===== src/rtl/core_types_pkg.sv =====
// Shared types for the data-memory access path: FSM states, RV32 load/store
// size encodings and the latched request record.
package core_types_pkg;

  typedef enum logic [1:0] {
    IDLE = 2'd0,
    BUSY = 2'd1,
    DONE = 2'd2
  } dmem_state_t;

  localparam logic [2:0] F3_B  = 3'b000;
  localparam logic [2:0] F3_H  = 3'b001;
  localparam logic [2:0] F3_W  = 3'b010;
  localparam logic [2:0] F3_BU = 3'b100;
  localparam logic [2:0] F3_HU = 3'b101;

  typedef struct packed {
    logic [31:0] addr;
    logic [3:0]  be;
    logic [31:0] wdata;
    logic        we;
    logic [2:0]  funct3;
  } dmem_req_t;

endpackage


===== src/rtl/load_store_align.sv =====
// Combinational lane logic: byte enables, store-data replication, load
// lane selection with sign/zero extension, and alignment/encoding checks.
module load_store_align
  import core_types_pkg::*;
(
  input  logic [2:0]  funct3,
  input  logic [1:0]  addr,
  input  logic [31:0] wdata,
  input  logic [31:0] rdata,
  output logic [3:0]  be,
  output logic [31:0] wdata_rep,
  output logic [31:0] rdata_ext,
  output logic        misaligned,
  output logic        illegal
);

  logic [31:0] lane;

  // Shift the addressed lane down to bit 0 so extension works on a fixed slice.
  assign lane = rdata >> {addr, 3'b000};

  always_comb begin
    be         = 4'b0000;
    wdata_rep  = wdata;
    rdata_ext  = rdata;
    misaligned = 1'b0;
    illegal    = 1'b0;
    case (funct3)
      F3_B, F3_BU: begin
        be        = 4'b0001 << addr;
        wdata_rep = {4{wdata[7:0]}};
        rdata_ext = (funct3 == F3_B) ? {{24{lane[7]}}, lane[7:0]}
                                     : {24'h000000, lane[7:0]};
      end
      F3_H, F3_HU: begin
        be         = 4'b0011 << addr;
        wdata_rep  = {2{wdata[15:0]}};
        rdata_ext  = (funct3 == F3_H) ? {{16{lane[15]}}, lane[15:0]}
                                      : {16'h0000, lane[15:0]};
        misaligned = addr[0];
      end
      F3_W: begin
        be         = 4'b1111;
        misaligned = (addr != 2'b00);
      end
      default: illegal = 1'b1;
    endcase
  end

endmodule


===== src/rtl/dmem_access.sv =====
// Data-memory access unit: turns an EX load/store into one valid/ready bus
// beat, stalling the pipeline until the bus answers or the timeout fires.
module dmem_access
  import core_types_pkg::*;
#(
  parameter int TIMEOUT = 255,
  parameter int CNT_W   = 8
) (
  input  logic        Clock,
  input  logic        nReset,
  input  logic        Rmem,
  input  logic        Wmem,
  input  logic [2:0]  funct3,
  input  logic [31:0] addr,
  input  logic [31:0] wdata,
  output logic        bus_req,
  output logic        bus_we,
  output logic [31:0] bus_addr,
  output logic [3:0]  bus_be,
  output logic [31:0] bus_wdata,
  input  logic        bus_ready,
  input  logic [31:0] bus_rdata,
  output logic        stall,
  output logic [31:0] load_data,
  output logic        mem_fault,
  output logic        bus_timeout
);

  localparam logic [CNT_W-1:0] TO_LAST = CNT_W'((TIMEOUT > 0) ? TIMEOUT - 1 : 0);

  dmem_state_t      state, state_next;
  dmem_req_t        req;
  logic [CNT_W-1:0] cnt;

  logic        op, fault, take, timeout_hit;
  logic        illegal, illegal_f3, misaligned;
  logic [2:0]  sel_f3;
  logic [1:0]  sel_off;
  logic [3:0]  be;
  logic [31:0] wdata_rep, rdata_ext;

  // The aligner sees live inputs while IDLE and the latched request afterwards,
  // so one instance serves both request decode and response extension.
  assign sel_f3  = (state == IDLE) ? funct3    : req.funct3;
  assign sel_off = (state == IDLE) ? addr[1:0] : req.addr[1:0];

  load_store_align u_align (
    .funct3     (sel_f3),
    .addr       (sel_off),
    .wdata      (wdata),
    .rdata      (bus_rdata),
    .be         (be),
    .wdata_rep  (wdata_rep),
    .rdata_ext  (rdata_ext),
    .misaligned (misaligned),
    .illegal    (illegal_f3)
  );

  // Unsigned sizes only exist for loads.
  assign illegal     = illegal_f3 | (Wmem & funct3[2]);
  assign op          = Rmem | Wmem;
  assign fault       = op & (misaligned | illegal | (Rmem & Wmem));
  assign take        = (state == IDLE) & op & ~fault;
  assign timeout_hit = (TIMEOUT != 0) && (cnt == TO_LAST) && !bus_ready;

  always_ff @(posedge Clock or negedge nReset) begin
    if (!nReset) state <= IDLE;
    else         state <= state_next;
  end

  always_comb begin
    state_next = state;
    case (state)
      IDLE:    if (take) state_next = BUSY;
      BUSY:    if (bus_ready || timeout_hit) state_next = DONE;
      DONE:    state_next = IDLE;
      default: state_next = IDLE;
    endcase
  end

  always_comb begin
    bus_req   = 1'b0;
    stall     = 1'b0;
    mem_fault = 1'b0;
    case (state)
      IDLE: begin
        stall     = take;
        mem_fault = fault;
      end
      BUSY: begin
        bus_req = 1'b1;
        stall   = 1'b1;
      end
      default: ;
    endcase
  end

  assign bus_we    = req.we;
  assign bus_addr  = {req.addr[31:2], 2'b00};
  assign bus_be    = req.be;
  assign bus_wdata = req.wdata;

  always_ff @(posedge Clock or negedge nReset) begin
    if (!nReset) begin
      req <= '0;
      cnt <= '0;
    end else if (take) begin
      req <= '{addr: addr, be: be, wdata: wdata_rep, we: Wmem, funct3: funct3};
      cnt <= '0;
    end else if (state == BUSY) begin
      cnt <= cnt + CNT_W'(1);
    end
  end

  // Stores and aborted accesses report zero so stale data never reaches WB.
  always_ff @(posedge Clock or negedge nReset) begin
    if (!nReset) begin
      load_data   <= '0;
      bus_timeout <= 1'b0;
    end else begin
      bus_timeout <= (state == BUSY) && timeout_hit;
      if (state == BUSY) begin
        if (bus_ready)        load_data <= req.we ? 32'h0 : rdata_ext;
        else if (timeout_hit) load_data <= 32'h0;
      end
    end
  end

endmodule


===== config.mk =====
export PLATFORM = sky130hd
export DESIGN_NAME = dmem_access
export DESIGN_NICKNAME = d
export VERILOG_FILES = /design/src/rtl/core_types_pkg.sv /design/src/rtl/load_store_align.sv /design/src/rtl/dmem_access.sv
export SDC_FILE = /design/constraint.sdc
export NUM_CORES = 1
export LEC_CHECK = 0
export ABC_AREA = 1
export CAP_MARGIN = 20
export CORE_ASPECT_RATIO = 1.2
export CORE_MARGIN = 1
export CORE_UTILIZATION = 48
export CTS_BUF_LIST = sky130_fd_sc_hd__clkbuf_16
export DETAILED_ROUTE_END_ITERATION = 8
export GPL_ROUTABILITY_DRIVEN = 0
export PLACE_DENSITY_LB_ADDON = 0.15
export SETUP_SLACK_MARGIN = 0.4
export SLEW_MARGIN = 20
export SYNTH_ARGS = -nofsm -noshare
export SYNTH_HDL_FRONTEND = slang
export SYNTH_SLANG_ARGS = --single-unit

===== constraint.sdc =====
create_clock -name Clock -period 2.4 [get_ports Clock]
set_clock_uncertainty 0.2 [all_clocks]
set_input_delay 0.24 -clock Clock [delete_from_list [all_inputs] [get_ports Clock]]
set_output_delay 0.24 -clock Clock [all_outputs]
set_load 0.01 [all_outputs]

==> results.toml, run 1 <==
[drt]
vias = 6791
avgViaCountPerCell = 5.37
ant_nets = 0
totalWireLength_um = 23100
initialDrtViolationCount = 537
drt_first_pass_iters = 6
wl_per_cell_um = 18.2
remaining_design_rule_violation_count = 0

[final_layout]
final_net_count = 1190
flow.area_growth_from_synthesis_pct = 60.9
antenna-diode-count = 0
drive_above_1_share = 0.361
fillerInstances = 881
post_layout_nonfiller_instances = 1265

[floorplan]
std_cell_rows = 47
starting_utilization_of_the_core_area = 0.495
fp.dieH_um = 133
area_inside_the_core_boundary_mm2 = 0.0138
dieArea_mm2 = 0.0147
top_level_ports = 209
dieWidth_um = 111

[place]
placement.setup.worst_slack_ps = -67.9
detailedPlacementHpwl_um = 12100
placed_instance_count = 1170
port_buffers = 206

[synth]
synth_compound_gate_area_share = 0.0256
mappedNetlistArea_mm2 = 0.00684
yosys.cell_types.count = 35
synthMuxAreaShare = 0
yosysWarnings = 0
synthCells = 881
postSynthRegisterBits = 115
synthSimpleGateAreaFrac = 0.385
ys_seq_area_frac = 0.421
main_combinational_cell_family_by_area_after_synthesis = "simple AND/OR/NAND/NOR gates"
syn-mean-instance-area_um2 = 7.76
post_synth_xor_area_fraction = 0.00769
adder_cell_area_share_of_the_yosys_netlist = 0.00366

[clocking]
cts_buffer_depth = 2
htree_levels = 4
insertion_delay_ps = 410
cts_tree = "yes"
numClockSinks = 115
worst_setup_hold_path_clk_slew_ps = 60
clk_root_buffer_cell = "clkbuf_16"
cts_buffers = 17

[power_and_ir_drop]
p_total_mw = 15.3
internal-power_mw = 8.73
power.switching_mw = 6.53
p_clk_frac = 0.151
pwr_density_cell_mw_per_mm2 = 1390
leakage_nw = 5.32
power.ir.vdd_worst_v = 0.00111
combPwrFrac = 0.619
switching_share = 0.428
power.sequential.fraction = 0.230

[critical_path]
crit_required_ps = 2500
crit_arrival_ps = 2610
crit_path_start_kind = "register"
worst-setup-path-type = "reg -> reg"
cp-end-kind = "register"
critical_path.max_fanout = 4

[timing]
fmaxAchievable_mhz = 398
finalWorstPathRequiredPeriod_ps = 2510
rsz0062_at_grt = "yes"
tightest_slew_ps = 584
finalSetupViolCount = 3
final_hold_viol_count = 0
final_min_period_over_clock_period = 1.05
worst_slew_margin_rel = 0.610
timing.final.ws_setup_ps = -111
timing.final.max_slew_violations = 0

[outcome]
failed_checks = "negative setup slack"
status = "complete, but fails checks"

[min_path]
hold_path.class = "in -> reg"

[global_route]
grt_max_degree = 62
grt_pass1_wl_um = 33500
overflow = 0
grt_antenna_before_repair = 0
via_count_of_the_first_global_routing_pass = 6324
grtUsageTotal = 0.291

[job]
max_cap_viol_count = 0
-- cell families (layout without fill, tap and decap cells) --
kind of cell	count (synthesis)	count (layout)
and+or+nand+nor	555	557
buffers and inverters	172	382
DFF	115	115
AOI/OAI and AO/OA	30	30
xor gates and xnor gates	6	6
adders and majority gates	2	2
other	1	2
-- through the flow --
stage	setup TNS, ps	utilization	hold WS, ps	cell area [µm²]
final	-241	0.796	191	11000
after global routing	-1100	0.796	190	11000
after CTS	0	0.723	175	10000
after detailed placement	-824	0.616	-137	8520
after global placement	-327	0.616	-137	8520
after floorplan	0	-	-256	6840
-- cell usage after synthesis --
library cell,number,area (µm²)
nand2_1,377,1420
dfrtp_1,115,2880
nand3_1,86,430
buf_4,70,526
inv_1,52,195
nand3_2,51,510
buf_2,19,95.1
o21ai_0,18,90.1
nor2_1,14,52.6
clkbuf_1,12,45.0
nand2_2,7,43.8
buf_12,6,120
inv_2,6,22.5
o211ai_1,6,45.0
buf_6,5,56.3
nand2_4,4,45.0
nand4_1,3,18.8
nor2_4,3,33.8
or2_2,3,18.8
xnor2_1,3,26.3
xor2_1,3,26.3
a21oi_1,2,10.0
ha_1,2,25.0
nand3_4,2,35.0
nor3_1,2,10.0
a21o_1,1,7.51
a21oi_2,1,8.76
and2_1,1,6.26
buf_1,1,3.75
clkinv_1,1,3.75
conb_1,1,3.75
nor3b_1,1,7.51
nor4_1,1,6.26
o21ai_1,1,5.00
o21ai_2,1,8.76
-- worst max-delay path: stages (launching register included) --
cell and delay [ps]:
dfrtp_2 460, buf_6 140, o21ai_4 190, nand2_8 100
nand2_4 90, nor2_4 50, buf_4 130, buf_4 120
buf_4 130, buf_4 130, buf_4 120, buf_4 120
buf_4 130, nand3_2 80, nand3_2 80, nand3_2 80
nand2_2 50
-- area by class of cell --
class                           count  area [µm²]  share of cell area
Clock buffer                       17         425              0.0387
Clock inverter                     12        96.3             0.00876
Inverter                           59         229              0.0208
Multi-Input combinational cell    597        3870               0.352
Sequential cell                   115        2880               0.262
Tap cell                          171         214              0.0195
Timing Repair Buffer              294        3280               0.299
-- repair_timing --
action | in CTS | in global routing
cloned | 14 | 4
endpoints found under the hold margin | 115 | 0
setup endpoints to repair | 106 | 116
buffers inserted | 29 | 17
gates resized for setup | 93 | 246
pin swaps | 14 | 41
hold buffers | 2 | 0
-- state kept, by name, indices dropped and copies added (netlist names) --
| signal | flops |
|---|---|
| bus_addr | 30 |
| bus_be | 4 |
| bus_timeout | 1 |
| bus_wdata | 32 |
| bus_we | 1 |
| cnt | 8 |
| load_data | 32 |
| req | 5 |
| state | 2 |
-- cells in the final DEF, fill, tap and decap left out, drive strengths merged, types with 2 or more instances in the layout --
master	Yosys	layout
nand3	139	141
or2	3	3
o211ai	6	6
nand4	3	3
inv	58	58
clkdlybuf4s50	0	202
dfrtp	115	115
xor2	3	3
o21ai	20	20
clkbuf	12	21
dlygate4sd3	0	2
a21oi	3	3
nor3	2	2
nand2	388	388
conb	1	2
xnor2	3	3
buf	101	85
nor2	17	17
clkinv	1	7
clkinvlp	0	5
ha	2	2
-- final timing paths --
path / from / to / slack (ps) / depth (start not counted)
setup / recovery: state[1]$_DFFE_PN0P_ / bus_be[2]$_DFFE_PN0N_ / -110 / 16
hold / removal: addr[16] / bus_addr[16]$_DFFE_PN0N_ / 190 / 3
max in group asynchronous: nReset / bus_addr[26]$_DFFE_PN0N_ / 1220 / 3
setup reg to reg: state[1]$_DFFE_PN0P_ / bus_be[2]$_DFFE_PN0N_ / -110 / 16
hold reg to reg: bus_wdata[15]$_DFFE_PN0N_ / bus_wdata[15]$_DFFE_PN0N_ / 270 / 2
min in group asynchronous: nReset / bus_addr[15]$_DFFE_PN0N_ / 200 / 3
-- layer usage --
layer	global-route usage	wire [µm]	vias up
met2	0.510	11600	324
met5	0	0	-
met4	0.0815	816	0
met1	0.357	8970	3284
met3	0.0678	1660	70
li1	-	-	3113
-- power by group through the flow --
stage | Sequential (mW) | Clock [mW] | Combinational (mW)
4_1_cts | 3.27 | 2.33 | 7.84
3_5_place_dp | 3.27 | 0 | 6.12
2_1_floorplan | 3.28 | 0 | 4.43
6_report | 3.51 | 2.31 | 9.45
5_1_grt | 3.60 | 2.43 | 10.0
3_3_place_gp | 3.26 | 0 | 6.05
No activity file was read; power rests on OpenSTA's default activity.
==> run 2, diff against run 1 <==
Settings changed: CORE_ASPECT_RATIO 1.2 to not set, REMOVE_ABC_BUFFERS set to 1, SLEW_MARGIN 20 to not set.
==> results.toml, run 2 (same netlist as run 1, synthesis figures left out) <==
[outcome]
status = "complete, but fails checks"
failed_checks = "negative setup slack"

[critical_path]
crit_arrival_ps = 1990
crit_path_start_kind = "register"
critical_path_buf_inv_count = 4
critical_path.max_fanout = 7
critical-path-slowest-cell = "dfrtp_2"
crit_required_ps = 1960
worst-setup-path-type = "reg -> out"
critical_path.max_stage_delay_ps = 440
cp-end-kind = "output port"
cpLargestDelayFamily = "simple AND/OR/NAND/NOR gates"
critical_path.cell_chain = "nor2_4 > buf_12 > buf_6 > nand2_4 > nand2_4 > nand2_4 > nand2_2 > nand2_2 > nor2_4 > buf_6 > nor2_4 > buf_6"

[floorplan]
area_inside_the_core_boundary_mm2 = 0.0139
dieArea_mm2 = 0.0147
std_cell_rows = 43
fp.dieH_um = 121
top_level_ports = 209
dieWidth_um = 121
starting_utilization_of_the_core_area = 0.492

[final_layout]
flow.area_growth_from_synthesis_pct = 47.3
final_cell_mix = "315 x nand2_1, 203 x clkdlybuf4s50_1, 113 x dfrtp_1, 71 x nand3_1, 65 x nand3_2"
fillerInstances = 1060
finalCoreUtilization = 0.725
final_net_count = 1163
drive_above_1_share = 0.245
multiInputGateArea_mm2 = 0.00337
antenna-diode-count = 0
finalInstanceArea_mm2 = 0.0101
post_layout_nonfiller_instances = 1247
regArea_mm2 = 0.00288
final_common_cell = "nand2_1"

[job]
max_cap_viol_count = 0

[power_and_ir_drop]
leakage_nw = 5.02
p_total_mw = 13.6
power.ir.vdd_worst_v = 0.000730
pwr_density_cell_mw_per_mm2 = 1350

[timing]
timing.final.max_slew_violations = 0
final_min_period_over_clock_period = 1.01
finalSetupViolCount = 3
worst_slew_margin_rel = 0.583
rsz0062_at_grt = "yes"
fin_tns_setup_ps = -41.9
hold-worst-slack_ps = 61.3
tightest_slew_ps = 625
final_hold_viol_count = 0
finalWorstPathRequiredPeriod_ps = 2430
timing.final.ws_setup_ps = -32.1
fmaxAchievable_mhz = 411

[drt]
avgViaCountPerCell = 5.11
drt_first_pass_iters = 5
initialDrtViolationCount = 463
ant_nets = 0
totalWireLength_um = 20300
wl_per_cell_um = 16.3
remaining_design_rule_violation_count = 0
vias = 6377

[clocking]
worst_setup_hold_path_clk_slew_ps = 50
clk_root_buffer_cell = "clkbuf_16"
cts_tree = "yes"
cts_buffers = 17
htree_levels = 4
cts_buffer_depth = 2
insertion_delay_ps = 410
numClockSinks = 115

[place]
placement.setup.worst_slack_ps = -74.5
detailedPlacementHpwl_um = 11500
dpl-instance-area_mm2 = 0.00855
placed_instance_count = 1182
port_buffers = 206

[global_route]
grtUsageTotal = 0.258
grt_antenna_before_repair = 0
grt_pass1_wl_um = 29400
overflow = 0
via_count_of_the_first_global_routing_pass = 5841
grt_max_degree = 95

[min_path]
hold_path.class = "in -> async"
[run 2: cell count changes in the layout (fill, tap and decap cells not counted), sizes merged]
cell,previous run,this run
buf,85,59
clkbuf,21,22
clkinvlp,5,2
nand3,141,140
clkinv,7,10
dlygate4sd2,1,0
dlygate4sd3,2,1
clkdlybuf4s50,202,203
[run 2: final timing paths]
check | end | slack [ps] | depth (start not counted) | start
worst max-delay path | mem_fault | -30 | 12 | state[1]$_DFFE_PN0P_
min in group Clock | bus_addr[9]$_DFFE_PN0N_ | 180 | 3 | addr[9]
worst min register to register | bus_addr[21]$_DFFE_PN0N_ | 270 | 2 | bus_addr[21]$_DFFE_PN0N_
worst min-delay path | load_data[0]$_DFFE_PN0P_ | 60 | 2 | nReset
worst max register to register | req[1]$_DFFE_PN0N_ | 90 | 13 | state[1]$_DFFE_PN0P_
max in group asynchronous | bus_wdata[0]$_DFFE_PN0N_ | 1130 | 3 | nReset
[run 2: area by class of cell]
class                      instances  area share
clock inverter                    12     0.00770
tap                              180      0.0224
timing repair buffer             268       0.284
clock buffer                      17      0.0422
multi-input combinational        596       0.335
inverter                          59      0.0229
sequential                       115       0.286
[run 2: timing repair]
action | 4_1_cts | 5_1_grt
gates cloned | 0 | 10
hold buffers | 1 | 0
endpoints found under the setup margin | 115 | 116
pin swaps | 12 | 50
hold endpoints to repair | 115 | 0
setup buffers | 16 | 9
resized for setup | 40 | 147
[run 2: report_power, final]
part / switching, mW / total, mW / leakage [nW] / internal [mW]
sequential: 0.558 / 3.34 / 1.47 / 2.78
clock: 0.852 / 2.22 / 0.260 / 1.37
combinational: 4.28 / 8.01 / 3.29 / 3.73
total: 5.69 / 13.6 / 5.02 / 7.87
[run 2: metal layers]
layer / GRT usage / up-vias / share of wire / wire length, µm
met3: 0.0935 / 36 / 0.088 / 1800
li1: - / 3059 / - / -
met1: 0.314 / 3023 / 0.40 / 8240
met4: 0.106 / 0 / 0.020 / 406
met5: 0 / - / 0 / 0
met2: 0.409 / 259 / 0.49 / 9900
==> run 3, diff against run 2 <==
Settings changed: HOLD_SLACK_MARGIN set to 0.1.
==> results.toml, run 3 (same netlist as run 1, synthesis figures left out) <==
[outcome]
status = "complete, but fails checks"
failed_checks = "negative setup slack"

[drt]
initialDrtViolationCount = 482
vias = 6414
ant_nets = 0
drt_first_pass_iters = 5
totalWireLength_um = 20300
remaining_design_rule_violation_count = 0
wl_per_cell_um = 16.3
avgViaCountPerCell = 5.14

[clocking]
numClockSinks = 115
insertion_delay_ps = 420
cts_buffers = 17
htree_levels = 4
worst_setup_hold_path_clk_slew_ps = 50
cts_tree = "yes"
clk_root_buffer_cell = "clkbuf_16"
cts_buffer_depth = 2

[global_route]
grt_antenna_before_repair = 0
via_count_of_the_first_global_routing_pass = 5848
grt_max_degree = 95
grtUsageTotal = 0.258
overflow = 0
grt_pass1_wl_um = 29400

[critical_path]
crit_path_start_kind = "register"
worst_r2r_startpoint = "state[1]$_DFFE_PN0P_"
r2r_slack_ps = 80
worstReg2RegEnd = "req[1]$_DFFE_PN0N_"
cp-end-kind = "output port"
timing.reg2reg.worst_path_depth = 13
crit_arrival_ps = 2000
critical_path.max_fanout = 7
worst-setup-path-type = "reg -> out"
crit_required_ps = 1960

[min_path]
hold_path.class = "in -> reg"
min_delay_path_depth = 3
hp-start = "addr[9]"
hold_path_end = "bus_addr[9]$_DFFE_PN0N_"

[timing]
timing.final.max_slew_violations = 0
fmaxAchievable_mhz = 410
worst_slew_margin_rel = 0.585
final_hold_viol_count = 0
finalSetupViolCount = 3
final_min_period_over_clock_period = 1.02
hold-worst-slack_ps = 175
tightest_slew_ps = 623
rsz0062_at_grt = "yes"
finalWorstPathRequiredPeriod_ps = 2440
timing.final.ws_setup_ps = -37.7

[power_and_ir_drop]
p_total_mw = 13.5
leakage_nw = 5.01
p_clk_frac = 0.165
power.sequential.fraction = 0.247
combPwrFrac = 0.588
internal-power_mw = 7.83
pwr_density_cell_mw_per_mm2 = 1340
power.switching_mw = 5.66
power.ir.vdd_worst_v = 0.000732
switching_share = 0.420

[floorplan]
std_cell_rows = 43
top_level_ports = 209
dieWidth_um = 121
starting_utilization_of_the_core_area = 0.492
dieArea_mm2 = 0.0147
area_inside_the_core_boundary_mm2 = 0.0139
fp.dieH_um = 121

[final_layout]
drive_above_1_share = 0.239
final_common_cell = "nand2_1"
post_layout_nonfiller_instances = 1248
antenna-diode-count = 0
finalCoreUtilization = 0.723
multiInputGateArea_mm2 = 0.00335
flow.area_growth_from_synthesis_pct = 46.8
final_net_count = 1164
regArea_mm2 = 0.00288
final_cell_mix = "317 x nand2_1, 203 x clkdlybuf4s50_1, 113 x dfrtp_1, 71 x nand3_1, 65 x nand3_2"
fillerInstances = 1067

[place]
detailedPlacementHpwl_um = 11500
placed_instance_count = 1182
port_buffers = 206

[job]
max_cap_viol_count = 0
## run 3: changes by cell type in the layout (fill, tap and decap cells not counted), sizes merged
cell / delta
dlygate4sd3: +1
## run 3: critical path, cell delays in order (launching register included)
cell	delay, ps
dfrtp_2	440
nor2_4	160
buf_12	140
buf_6	100
nand2_4	50
nand2_4	110
nand2_4	60
nand2_2	60
nand2_2	70
nor2_4	130
buf_6	130
nor2_4	30
buf_6	120
## run 3: area by class of cell
class                      count  area share
timing repair buffer         269       0.284
sequential                   115       0.287
clock buffer                  17      0.0424
tap                          180      0.0224
clock inverter                12     0.00773
multi-input combinational    596       0.334
inverter                      59      0.0229
## run 3: per-layer routing
layer  vias to the layer above  GRT usage  part of all wire
li1                       3056          -                 -
met5                         -          0                 0
met1                      3068      0.315              0.40
met2                       255      0.410              0.49
met4                         0      0.106             0.021
met3                        35     0.0935             0.091
## run 3: worst max-delay path by stage
stage | start | end | slack [ps] | cells after the start
final | state[1]$_DFFE_PN0P_ | mem_fault | -40 | 12
after global routing | state[0]$_DFFE_PN0P_ | mem_fault | -130 | 12
after CTS | state[0]$_DFFE_PN0P_ | mem_fault | -70 | 11
after detailed placement | funct3[1] | stall | -70 | 12
after global placement | funct3[1] | stall | -40 | 12
after floorplan | state[0]$_DFFE_PN0P_ | stall | -4780 | 5
## run 3: power by group through the flow
| stage | clock, mW | sequential (mW) | combinational (mW) |
|---|---|---|---|
| after floorplan | 0 | 3.57 | 2.89 |
| after global placement | 0 | 3.25 | 6.16 |
| after detailed placement | 0 | 3.26 | 6.23 |
| after CTS | 2.25 | 3.26 | 6.61 |
| after global routing | 2.34 | 3.44 | 8.60 |
| final | 2.22 | 3.34 | 7.94 |
## run 3: what timing repair did
item / CTS / global route
endpoints found under the setup margin: 115 / 137
gates cloned: 0 / 10
buffers inserted: 16 / 9
endpoints found under the hold margin: 115 / 21
pin swaps: 12 / 50
hold buffers: 2 / 1
resized for setup: 40 / 133
## run 3: through the flow
step,setup WS (ps),setup TNS [ps],instance area [µm²]
after floorplan,-4780,-394750,5990
after global placement,-40.6,-70.0,8550
after CTS,-74.7,-267,9290
final,-37.7,-59.0,10000
after global routing,-127,-392,10000
after detailed placement,-74.5,-340,8550
